`config.mk`:
```
export PLATFORM = sky130hd
export DESIGN_NAME = weight_az_sched
export DESIGN_NICKNAME = d
export VERILOG_FILES = /design/src/rtl/weight_az_pkg.sv /design/src/rtl/waz_job_addr.sv /design/src/rtl/weight_az_sched.sv
export SDC_FILE = /design/constraint.sdc
export NUM_CORES = 1
export LEC_CHECK = 0
export ABC_AREA = 1
export CAP_MARGIN = 20
export CELL_PAD_IN_SITES_DETAIL_PLACEMENT = 0
export CELL_PAD_IN_SITES_GLOBAL_PLACEMENT = 1
export CORE_MARGIN = 4
export CORE_UTILIZATION = 27
export CTS_BUF_LIST = sky130_fd_sc_hd__clkbuf_4 sky130_fd_sc_hd__clkbuf_8 sky130_fd_sc_hd__clkbuf_16
export CTS_CLUSTER_SIZE = 12
export DETAILED_ROUTE_END_ITERATION = 12
export GPL_ROUTABILITY_DRIVEN = 0
export PLACE_DENSITY_LB_ADDON = 0.1
export SLEW_MARGIN = 25
export SYNTH_ARGS = -nofsm -noshare
export SYNTH_HDL_FRONTEND = slang
export SYNTH_SLANG_ARGS = --single-unit
```
`constraint.sdc`:
```
create_clock -name clk -period 3.1 [get_ports clk]
set_input_delay 0.93 -clock clk [delete_from_list [all_inputs] [get_ports clk]]
set_output_delay 0.93 -clock clk [all_outputs]
set_load 0.01 [all_outputs]
```
`src/rtl/weight_az_pkg.sv`:
```
// weight_az_pkg: shared types and default addresses for the Weight_Az sequencer and its integration.
package weight_az_pkg;
  localparam int ADDR_W = 12;
  localparam logic [ADDR_W-1:0] A_BASE_DEF      = 12'h040;
  localparam logic [ADDR_W-1:0] AP1_BASE_DEF    = 12'h080;
  localparam logic [ADDR_W-1:0] AP2_BASE_DEF    = 12'h0A0;
  localparam logic [ADDR_W-1:0] GAMMA1_ADDR_DEF = 12'h0F0;
  localparam logic [ADDR_W-1:0] GAMMA2_ADDR_DEF = 12'h0F1;
  typedef enum logic [2:0] {IDLE, LAUNCH, WAIT, NEXT, HOLD, FINISH} wazState_t;
endpackage

```
`src/rtl/waz_job_addr.sv`:
```
// waz_job_addr: combinational job index to engine addresses (k -> A, AP, gammaAddr); mod-4096 arithmetic.
//   k in: job index (bit 0 = gamma select, upper bits = subframe); A/AP/gammaAddr out.
module waz_job_addr
  import weight_az_pkg::*;
#(
  parameter int M = 10,
  parameter int KW = 2,
  parameter logic [ADDR_W-1:0] A_BASE = A_BASE_DEF,
  parameter logic [ADDR_W-1:0] AP1_BASE = AP1_BASE_DEF,
  parameter logic [ADDR_W-1:0] AP2_BASE = AP2_BASE_DEF,
  parameter logic [ADDR_W-1:0] GAMMA1_ADDR = GAMMA1_ADDR_DEF,
  parameter logic [ADDR_W-1:0] GAMMA2_ADDR = GAMMA2_ADDR_DEF
) (
  input  logic [KW-1:0]     k,
  output logic [ADDR_W-1:0] A,
  output logic [ADDR_W-1:0] AP,
  output logic [ADDR_W-1:0] gammaAddr
);
  logic [ADDR_W-1:0] off;
  assign off = ADDR_W'(32'(k >> 1) * (M + 1));
  assign A = A_BASE + off;
  assign AP = (k[0] ? AP2_BASE : AP1_BASE) + off;
  assign gammaAddr = k[0] ? GAMMA2_ADDR : GAMMA1_ADDR;
endmodule

```
`src/rtl/weight_az_sched.sv`:
```
// weight_az_sched: runs the 2*NSUB Weight_Az jobs per frame and hands memory to the host between jobs.
//   in : clk, reset (async, active low), start, wazDone, hostReq
//   out: done, busy, wazStart, A, AP, gammaAddr, hostGrant, err (WAZ_SCHED_WDOG_EN only)
//   WAZ_SCHED_WDOG_EN: adds the WAIT watchdog, the WDOG_CYCLES parameter and the err port.
module weight_az_sched
  import weight_az_pkg::*;
#(
  parameter int M = 10,
  parameter int NSUB = 2,
  parameter logic [ADDR_W-1:0] A_BASE = A_BASE_DEF,
  parameter logic [ADDR_W-1:0] AP1_BASE = AP1_BASE_DEF,
  parameter logic [ADDR_W-1:0] AP2_BASE = AP2_BASE_DEF,
  parameter logic [ADDR_W-1:0] GAMMA1_ADDR = GAMMA1_ADDR_DEF,
  parameter logic [ADDR_W-1:0] GAMMA2_ADDR = GAMMA2_ADDR_DEF
`ifdef WAZ_SCHED_WDOG_EN
  , parameter int WDOG_CYCLES = 1023
`endif
) (
  input  logic              clk,
  input  logic              reset,
  input  logic              start,
  output logic              done,
  output logic              busy,
  output logic              wazStart,
  input  logic              wazDone,
  output logic [ADDR_W-1:0] A,
  output logic [ADDR_W-1:0] AP,
  output logic [ADDR_W-1:0] gammaAddr,
  input  logic              hostReq,
  output logic              hostGrant
`ifdef WAZ_SCHED_WDOG_EN
  , output logic            err
`endif
);
  localparam int JOBS = 2 * NSUB;
  localparam int KW = JOBS > 2 ? $clog2(JOBS) : 1;
  wazState_t state, nextState;
  logic [KW-1:0] k, kNext;
  logic pending, timeout;
  logic [ADDR_W-1:0] aNext, apNext, gNext;
  waz_job_addr #(
    .M(M), .KW(KW), .A_BASE(A_BASE), .AP1_BASE(AP1_BASE), .AP2_BASE(AP2_BASE),
    .GAMMA1_ADDR(GAMMA1_ADDR), .GAMMA2_ADDR(GAMMA2_ADDR)
  ) u_addr (
    .k(kNext), .A(aNext), .AP(apNext), .gammaAddr(gNext)
  );
  always_comb begin
    nextState = state;
    kNext = k;
    case (state)
      IDLE: if ((start || pending) && !hostGrant) begin
        nextState = LAUNCH;
        kNext = '0;
      end
      LAUNCH: nextState = WAIT;
      WAIT: nextState = wazDone ? NEXT : timeout ? FINISH : WAIT;
      NEXT: if (k == KW'(JOBS - 1)) nextState = FINISH;
      else begin
        kNext = k + 1'b1;
        nextState = hostReq ? HOLD : LAUNCH;
      end
      HOLD: nextState = hostReq ? HOLD : LAUNCH;
      FINISH: begin
        nextState = IDLE;
        kNext = '0;
      end
      default: nextState = IDLE;
    endcase
  end
  // Addresses load only on entry to LAUNCH so they hold still for the whole job
  // and stay at zero after reset until the first job. Grant is only ever set when
  // the next state is IDLE or HOLD, so it can never coincide with wazStart or WAIT.
  always_ff @(posedge clk or negedge reset) begin
    if (!reset) begin
      state <= IDLE;
      k <= '0;
      pending <= 1'b0;
      hostGrant <= 1'b0;
      A <= '0;
      AP <= '0;
      gammaAddr <= '0;
    end else begin
      state <= nextState;
      k <= kNext;
      pending <= state == IDLE && nextState == IDLE && (pending || start);
      hostGrant <= nextState == HOLD || (state == IDLE && nextState == IDLE && hostReq);
      if (nextState == LAUNCH) begin
        A <= aNext;
        AP <= apNext;
        gammaAddr <= gNext;
      end
    end
  end
`ifdef WAZ_SCHED_WDOG_EN
  logic [10:0] wdog;
  assign timeout = state == WAIT && !wazDone && wdog == 11'(WDOG_CYCLES - 1);
  always_ff @(posedge clk or negedge reset) begin
    if (!reset) begin
      wdog <= '0;
      err <= 1'b0;
    end else begin
      wdog <= state == WAIT ? wdog + 1'b1 : '0;
      err <= (state == IDLE && nextState == LAUNCH) ? 1'b0 : timeout ? 1'b1 : err;
    end
  end
`else
  assign timeout = 1'b0;
`endif
  assign wazStart = state == LAUNCH;
  assign done = state == FINISH;
  assign busy = state != IDLE;
endmodule

```
# After elaboration in Yosys (flattened, before gate mapping)
# Index checks and enable logic that the tools add are counted.
[op_classes]
add_sub_neg = 3
n_mul = 1
eq_ne = 8
n_mux = 10
reduce_logical = 10
[ops]
columns = ["cell", "n"]
rows = [
  ["$pmux 3 s5", 1],
  ["$add 12x12->12", 1],
  ["$add 7x12->12 const A", 1],
  ["$eq 3x3->1 const B", 3],
  ["$mux 3", 3],
  ["$eq 3x1->1 const B", 2],
  ["$eq 3x2->1 const B", 2],
  ["$logic_not 3->1", 2],
  ["$mux 6", 1],
  ["$pmux 2 s3", 1],
  ["$mul 1x4->5 const B", 1],
  ["$logic_and 1x1->1", 4],
  ["$mux 2", 2],
  ["$reduce_bool 3->1", 1],
  ["$add 2x1->2 const B", 1],
  ["$eq 2x2->1 const B", 1],
  ["$logic_or 1x1->1", 2],
  ["$mux 1", 2],
  ["$logic_not 1->1", 1],
]
[word_totals]
ff_bits = 43
output_inout_bits = 40

# Longest topological paths before layout
# Gate-level depths: netlist of run 1.
[logic_depth]
word_depth = 8
depth_mapped = 9
depth_no_buf = 9

# Hierarchy
# A second synthesis of run 1 with hierarchy kept.
[hier_totals]
cells_unflattened = 245
area_unflattened_um2 = 2292.2
[modules_own_cells]
columns = ["module", "instances", "cells_each", "area_per_inst_um2"]
rows = [
  ["weight_az_sched", 1, 207, 2014.4],
  ["waz_job_addr", 1, 38, 277.8],
]

# Worst setup path after synthesis of run 1
# No wires, ideal clock.
[synth_timing]
kind = "register to output"
start = "reg state[2]"
end = "out wazStart"
arrival_ns = 0.745
required_ns = 2.170
path_slack_ns = 1.425
path_stages_with_launch = 2
path_buffers = 0
path_cell_list = "dfrtp_1 > nor3_1"
[synth_between]
elab_chain_cells = 1
[synth_lines]
columns = ["item", "line_no", "source"]
rows = [
  ["start: declaration", "weight_az_sched.sv:37", "wazState_t state, nextState;"],
  ["start signal: assignment", "weight_az_sched.sv:83", "state <= nextState;"],
  ["$eq 3x1->1", "weight_az_sched.sv:109", "assign wazStart = state == LAUNCH;"],
  ["end: declaration", "weight_az_sched.sv:24", "output logic wazStart,"],
]
# No other way between the ends.

# Final worst setup path of run 1
[layout_timing]
start = "reg state[1]"
end = "out done"
[layout_between]
elab_chain_cells = 1
[layout_lines]
columns = ["item", "line_no", "source"]
rows = [
  ["$eq 3x3->1", "weight_az_sched.sv:110", "assign done = state == FINISH;"],
  ["end: declaration", "weight_az_sched.sv:22", "output logic done,"],
]
# No other way between the ends.

==> impl_metrics.env, run 1 <==
export IMPL_status="finished, final reports clean"
export IMPL_pre_cts_slack_ps=872.4
export IMPL_grt_busiest_layer="met2"
export IMPL_port_buffers=22
export IMPL_crit_required_ps=2170
export IMPL_tns_ps=0
export IMPL_maxCapViolations=0
export IMPL_path_delay_family="buffers and inverters"
export IMPL_area_growth_pct=16.29
export IMPL_die_w_microns=61.60
export IMPL_hold_end="pending"
export IMPL_crit_type="register to output port"
export IMPL_yosys_area_share_simple_pct=26.77
export IMPL_worst_path_stages=4
export IMPL_synth_top_family_by_area="buffers and inverters"
export IMPL_cpMaxStageDelayCell="clkdlybuf4s50_1"
export IMPL_drv_slew=0
export IMPL_rr_endpoint="gammaAddr[0]"
export IMPL_cp_cell_sequence="inv_1, nand3_1, inv_1, clkdlybuf4s50_1"
export IMPL_firstDrtPassIters=4
export IMPL_max_freq_mhz=403.9
export IMPL_yosys_area_top_type="dfrtp_1"
export IMPL_use_met2_pct=13.00
export IMPL_clkSinkCount=10
export IMPL_grt_max_degree=11
export IMPL_netlist_top_cells_count="buf_4, nand2_1, dfrtp_1, inv_1, nand3_1"
export IMPL_synthFlopType="dfrtp_1"
export IMPL_rsz0062_at_grt="false"
export IMPL_powerDensity_mw_per_mm2=861.6
export IMPL_start_util_pct=28.13
export IMPL_final_fill_count=309
export IMPL_cts_tree="done"
export IMPL_drc=0
export IMPL_fin_ws_ps=624.0
export IMPL_seq_area_frac_synth_pct=32.26
export IMPL_grt_pass1_vias=500
export IMPL_hpwl_microns=1246
export IMPL_totalWireLength_microns=1490
export IMPL_use_met3_pct=4.193
export IMPL_postCtsSetupBuffers=0
export IMPL_design_core_area_sq_mm=0.002758
export IMPL_cts_clk_slew_worst_paths_ps=70
export IMPL_reg2reg_depth=8
export IMPL_synth_adder_area_share_pct=0
export IMPL_num_rows=19
export IMPL_wl_per_cell_microns=10.07
export IMPL_syn_area_sq_um=775.7
export IMPL_cts_path_max_buffers=2
export IMPL_p_leak_nw=0.4665
export IMPL_ctsHoldBuffers=0
export IMPL_ios=45
export IMPL_worst_hold_path_num_cells=2
export IMPL_clk_latency_ps=270
export IMPL_synth_top_area_share_pct=32.26
export IMPL_drive_above_1_share_pct=12.82
export IMPL_muxShareOfSynthArea_pct=0
export IMPL_period_needed_ps=2476
export IMPL_drt_iter0_markers=13
export IMPL_synth_most_common_cell="buf_4"
export IMPL_regToRegSetupSlack_ps=1810
export IMPL_syn_avg_cell_area_sq_um=7.531
export IMPL_hold_violations=0
export IMPL_clockRootBuffer="clkbuf_4"
export IMPL_ant_nets=0
export IMPL_setup_viol=0
export IMPL_antenna_found_initial=0
export IMPL_synth_xor_area_share_pct=0
export IMPL_die_area_sq_mm=0.003795
export IMPL_critPathArrivalTime_ps=1550
export IMPL_vias=588
export IMPL_clock_skew_ps=1.777
export IMPL_nets=123
export IMPL_grt_use_met1_pct=9.434
export IMPL_cts_buffers=3
export IMPL_cts_htree_levels=1
export IMPL_peakVddDrop_uv=405.1
export IMPL_grt_total_usage_pct=8.287
export IMPL_die_h_microns=61.60
export IMPL_antenna_cells=0
export IMPL_synth_top_cells_by_area="dfrtp_1, buf_4, nand2_1"
export IMPL_hold_start="pending"
export IMPL_via_per_inst=3.973
export IMPL_path_buf_inv=3
export IMPL_synth_compound_area_share_pct=3.226
export IMPL_hold_class="register to register"
export IMPL_crit_path_frequent_cell="inv_1"
export IMPL_synthArstFlopShare_pct=100.0
export IMPL_grt_first_pass_wirelength_microns=2228
export IMPL_synth_edf_count=0
export IMPL_synth_warnings=0
export IMPL_cts_resized=0
export IMPL_period_share_pct=79.87
export IMPL_ys_ff_latch=10
export IMPL_setup_worst_path_end_class="output port"
export IMPL_gr_total_overflow=0
export IMPL_synthCells=103
export IMPL_synth_cell_types=15
export IMPL_max_stage_delay_ps=530
export IMPL_r2r_start="state[1]"
export IMPL_start_kind="register"
export IMPL_crit_fanout=6
how the worst max path moves through the flow:
stage	from	end	slack, ps
after floorplan	state[2]	wazStart	1430
after global routing	state[1]	done	530
after detailed placement	start	gammaAddr[0]	870
after global placement	start	gammaAddr[0]	850
final	state[1]	done	620
after CTS	state[2]	done	600
per-stage QoR:
stage                     util, %  hold WS [ps]  cells  cell area (sq um)  total power [mW]
final                       32.71         507.3    148              902.1            0.7773
after CTS                   32.71         519.4    148              902.1            0.7896
after global placement      31.40         481.4    144              865.8            0.6791
after detailed placement    31.40         504.0    144              865.8            0.6685
after floorplan                 -         461.7    124              854.6            0.5454
after global routing        32.71         570.1    148              902.1            0.8530
placed cells by master (no fill, tap or decap), drive strengths merged:
| master | n |
|---|---|
| nor3 | 1 |
| clkdlybuf4s50 | 22 |
| inv | 11 |
| conb | 22 |
| o21ai | 3 |
| nand3 | 9 |
| nand4 | 4 |
| nand2 | 20 |
| nor2 | 10 |
| o22ai | 1 |
| clkbuf | 4 |
| dfrtp | 10 |
worst reg2reg max path, cell delays in order, from the launching register on:
cell     delay, ps
dfrtp_1        440
inv_1          110
nand2_2         60
nor2_1         210
nand2_2        100
nand2_2         90
o21ai_2         70
nand2_1         60
nand2_1         50
kinds of logic after synthesis:
logic type             after synthesis
buffers and inverters               44
other                                1
AO/OA/AOI/OAI                        4
flip-flops                          10
AND/OR/NAND/NOR                     44
power by group:
group	total (mW)	switching, mW	internal, mW	leakage (nW)
Clock	0.119	0.0477	0.0714	0.0210
Sequential	0.236	0.0553	0.180	0.125
Combinational	0.423	0.237	0.186	0.321
registers in the layout, summed over array words and instances (netlist names):
register   cells
pending        1
A              1
hostGrant      1
state          3
k              2
gammaAddr      2
layout make-up:
cell class | instances | area [sq um] | share of cell area (%)
inverter | 11 | 41.29 | 4.577
multi-input combinational | 70 | 315.3 | 34.95
tap | 31 | 38.79 | 4.300
sequential | 10 | 250.2 | 27.74
clock buffer | 4 | 36.28 | 4.022
timing repair buffer | 22 | 220.2 | 24.41
routing by layer:
layer	wire length, microns	up-vias
li1	-	295
met1	571	263
met2	701	28
met3	200	2
met4	17	0
met5	0	-
(Power assumes the default switching activity.)
==> inputs of run 2 (changes only) <==
--- a/config.mk
+++ b/config.mk
@@ -10,7 +10,7 @@
 export CELL_PAD_IN_SITES_DETAIL_PLACEMENT = 0
 export CELL_PAD_IN_SITES_GLOBAL_PLACEMENT = 1
 export CORE_MARGIN = 4
-export CORE_UTILIZATION = 27
+export CORE_UTILIZATION = 22
 export CTS_BUF_LIST = sky130_fd_sc_hd__clkbuf_4 sky130_fd_sc_hd__clkbuf_8 sky130_fd_sc_hd__clkbuf_16
 export CTS_CLUSTER_SIZE = 12
 export DETAILED_ROUTE_END_ITERATION = 12
==> constraint.sdc (replaced) <==
create_clock -name clk -period 2 [get_ports clk]
set_input_delay 0.6 -clock clk [delete_from_list [all_inputs] [get_ports clk]]
set_output_delay 0.6 -clock clk [all_outputs]
set_load 0.01 [all_outputs]
==> run 2 against run 1 <==
  * Critical path depth decreased by 3
  * Utilization shrank 5.3 points
  * Worst setup slack worse by 500 ps
  * Via count down 0.51%
  * Routed wire length up 3.0%
  * First-iteration DRC count is 31% higher
  * Count of clock-buffer cells in the layout shrank 1
  * Critical endpoint is now AP[0]
  * Highest routed layer unchanged
==> impl_metrics.env, run 2 (synthesized netlist as in run 1, its figures left out) <==
export IMPL_drt_iter0_markers=17
export IMPL_via_per_inst=3.567
export IMPL_drc=0
export IMPL_cts_buffers=3
export IMPL_r2r_start="state[0]"
export IMPL_final_common_cell="conb_1"
export IMPL_clk_latency_ps=260
export IMPL_max_stage_delay_ps=580
export IMPL_maxCapViolations=0
export IMPL_drive_above_1_share_pct=15.25
export IMPL_p_leak_nw=0.4757
export IMPL_crit_type="register to output port"
export IMPL_antenna_cells=0
export IMPL_area_growth_pct=18.87
export IMPL_status="finished, final reports clean"
export IMPL_critPathArrivalTime_ps=1270
export IMPL_totalWireLength_microns=1535
export IMPL_grt_total_usage_pct=6.789
export IMPL_pwr_share_comb_pct=57.7
export IMPL_hold_start="pending"
export IMPL_post_route_util_pct=27.42
export IMPL_rsz0062_at_grt="false"
export IMPL_grt_max_degree=11
export IMPL_ant_nets=0
export IMPL_rr_endpoint="A[3]"
export IMPL_grt_pass1_vias=512
export IMPL_path_delay_family="buffers and inverters"
export IMPL_period_share_pct=93.66
export IMPL_powerDensity_mw_per_mm2=1283
export IMPL_crit_fanout=7
export IMPL_reg2reg_depth=9
export IMPL_seq_power_share_pct=31.1
export IMPL_port_buffers=22
export IMPL_power_switching_mw=0.5315
export IMPL_sw_frac_of_total_pct=44.93
export IMPL_die_h_microns=67.38
export IMPL_nets=125
export IMPL_tns_ps=0
export IMPL_power_frac_clock_pct=11.2
export IMPL_clock_skew_ps=1.426
export IMPL_setup_worst_path_end_class="output port"
export IMPL_firstDrtPassIters=4
export IMPL_largest_reg_flops=3
export IMPL_setup_viol=0
export IMPL_clockRootBuffer="clkbuf_4"
export IMPL_ios=45
export IMPL_final_fill_count=393
export IMPL_hold_violations=0
export IMPL_final_cell_mix="conb_1, clkdlybuf4s50_1, nand2_1"
export IMPL_die_w_microns=67.38
export IMPL_p_int_mw=0.6514
export IMPL_drv_slew=0
export IMPL_cp_cell_sequence="clkdlybuf4s50_1"
export IMPL_clkSinkCount=10
export IMPL_cpMaxStageDelayCell="clkdlybuf4s50_1"
export IMPL_path_buf_inv=1
export IMPL_period_needed_ps=1873
export IMPL_wl_per_cell_microns=9.360
export IMPL_cts_tree="done"
export IMPL_vias=585
export IMPL_gr_total_overflow=0
export IMPL_antenna_found_initial=0
export IMPL_hold_end="pending"
export IMPL_cts_htree_levels=1
export IMPL_regMostFlops="state"
export IMPL_hold_slack_ps=496.0
export IMPL_max_freq_mhz=533.8
export IMPL_start_kind="register"
export IMPL_die_area_sq_mm=0.004540
export IMPL_regToRegSetupSlack_ps=650
export IMPL_design_core_area_sq_mm=0.003363
export IMPL_grt_first_pass_wirelength_microns=2297
export IMPL_worst_hold_path_num_cells=2
export IMPL_largestRegisters="state x3, gammaAddr x2, k x2"
export IMPL_cts_path_max_buffers=2
export IMPL_hpwl_microns=1319
export IMPL_hold_class="register to register"
export IMPL_ctsHoldBuffers=0
export IMPL_num_rows=21
export IMPL_start_util_pct=23.07
export IMPL_peakVddDrop_uv=237.8
export IMPL_cts_clk_slew_worst_paths_ps=60
export IMPL_crit_required_ps=1400
run 2: how the worst max path moves through the flow:
stage	from	end	slack [ps]	cells past startpoint
after global placement	state[1]	done	120	4
after detailed placement	start	A[3]	140	8
after CTS	A[3]	A[1]	100	1
final	A[3]	AP[0]	130	1
after global routing	gammaAddr[6]	gammaAddr[5]	50	1
after floorplan	state[2]	wazStart	660	1
run 2: power groups by stage:
stage	Clock, mW	Sequential, mW	Combinational (mW)
after floorplan	0	0.363	0.482
after global placement	0	0.372	0.708
after detailed placement	0	0.371	0.695
after CTS	0.138	0.370	0.698
after global routing	0.148	0.385	0.774
final	0.132	0.368	0.683
run 2: layer usage:
layer / vias up / share of wire, % / track usage [%]
met3: 2 / 8.3 / 2.662
met2: 19 / 50 / 11.53
met4: 0 / 0.52 / 2.278
met5: - / 0 / 0
met1: 268 / 41 / 7.731
li1: 296 / - / -
run 2: timing repair:
| item | CTS | global route |
|---|---|---|
| gates resized for setup | 5 | 0 |
| endpoints found under the setup margin | 3 | 0 |
| setup buffers | 1 | 0 |
run 2: metrics by stage:
step	total power [mW]	worst slack, ps	cell area, sq um	cells
floorplan	0.8454	655.1	854.6	124
global placement	1.079	119.4	892.1	160
detailed placement	1.066	140.4	892.1	160
CTS	1.205	104.1	922.1	164
global route	1.307	47.52	922.1	164
finish	1.183	126.8	922.1	164
run 2: area by class of cell:
class	instances	area, sq um	area share (%)
inverters	11	41.29	4.478
clock buffers	3	22.52	2.442
well taps	46	57.56	6.242
repair buffers	24	231.5	25.10
flip-flops and latches	10	251.5	27.27
multi-input cells	70	317.8	34.46
==> inputs of run 3 (changes only) <==
--- a/config.mk
+++ b/config.mk
@@ -15,6 +15,8 @@
 export CTS_CLUSTER_SIZE = 12
 export DETAILED_ROUTE_END_ITERATION = 12
 export GPL_ROUTABILITY_DRIVEN = 0
+export GPL_TIMING_DRIVEN = 1
+export HOLD_SLACK_MARGIN = 0.12
 export PLACE_DENSITY_LB_ADDON = 0.1
 export SLEW_MARGIN = 25
 export SYNTH_ARGS = -nofsm -noshare
==> results of run 3 <==
Final layout, timing and power as in run 2 (identical DEF).
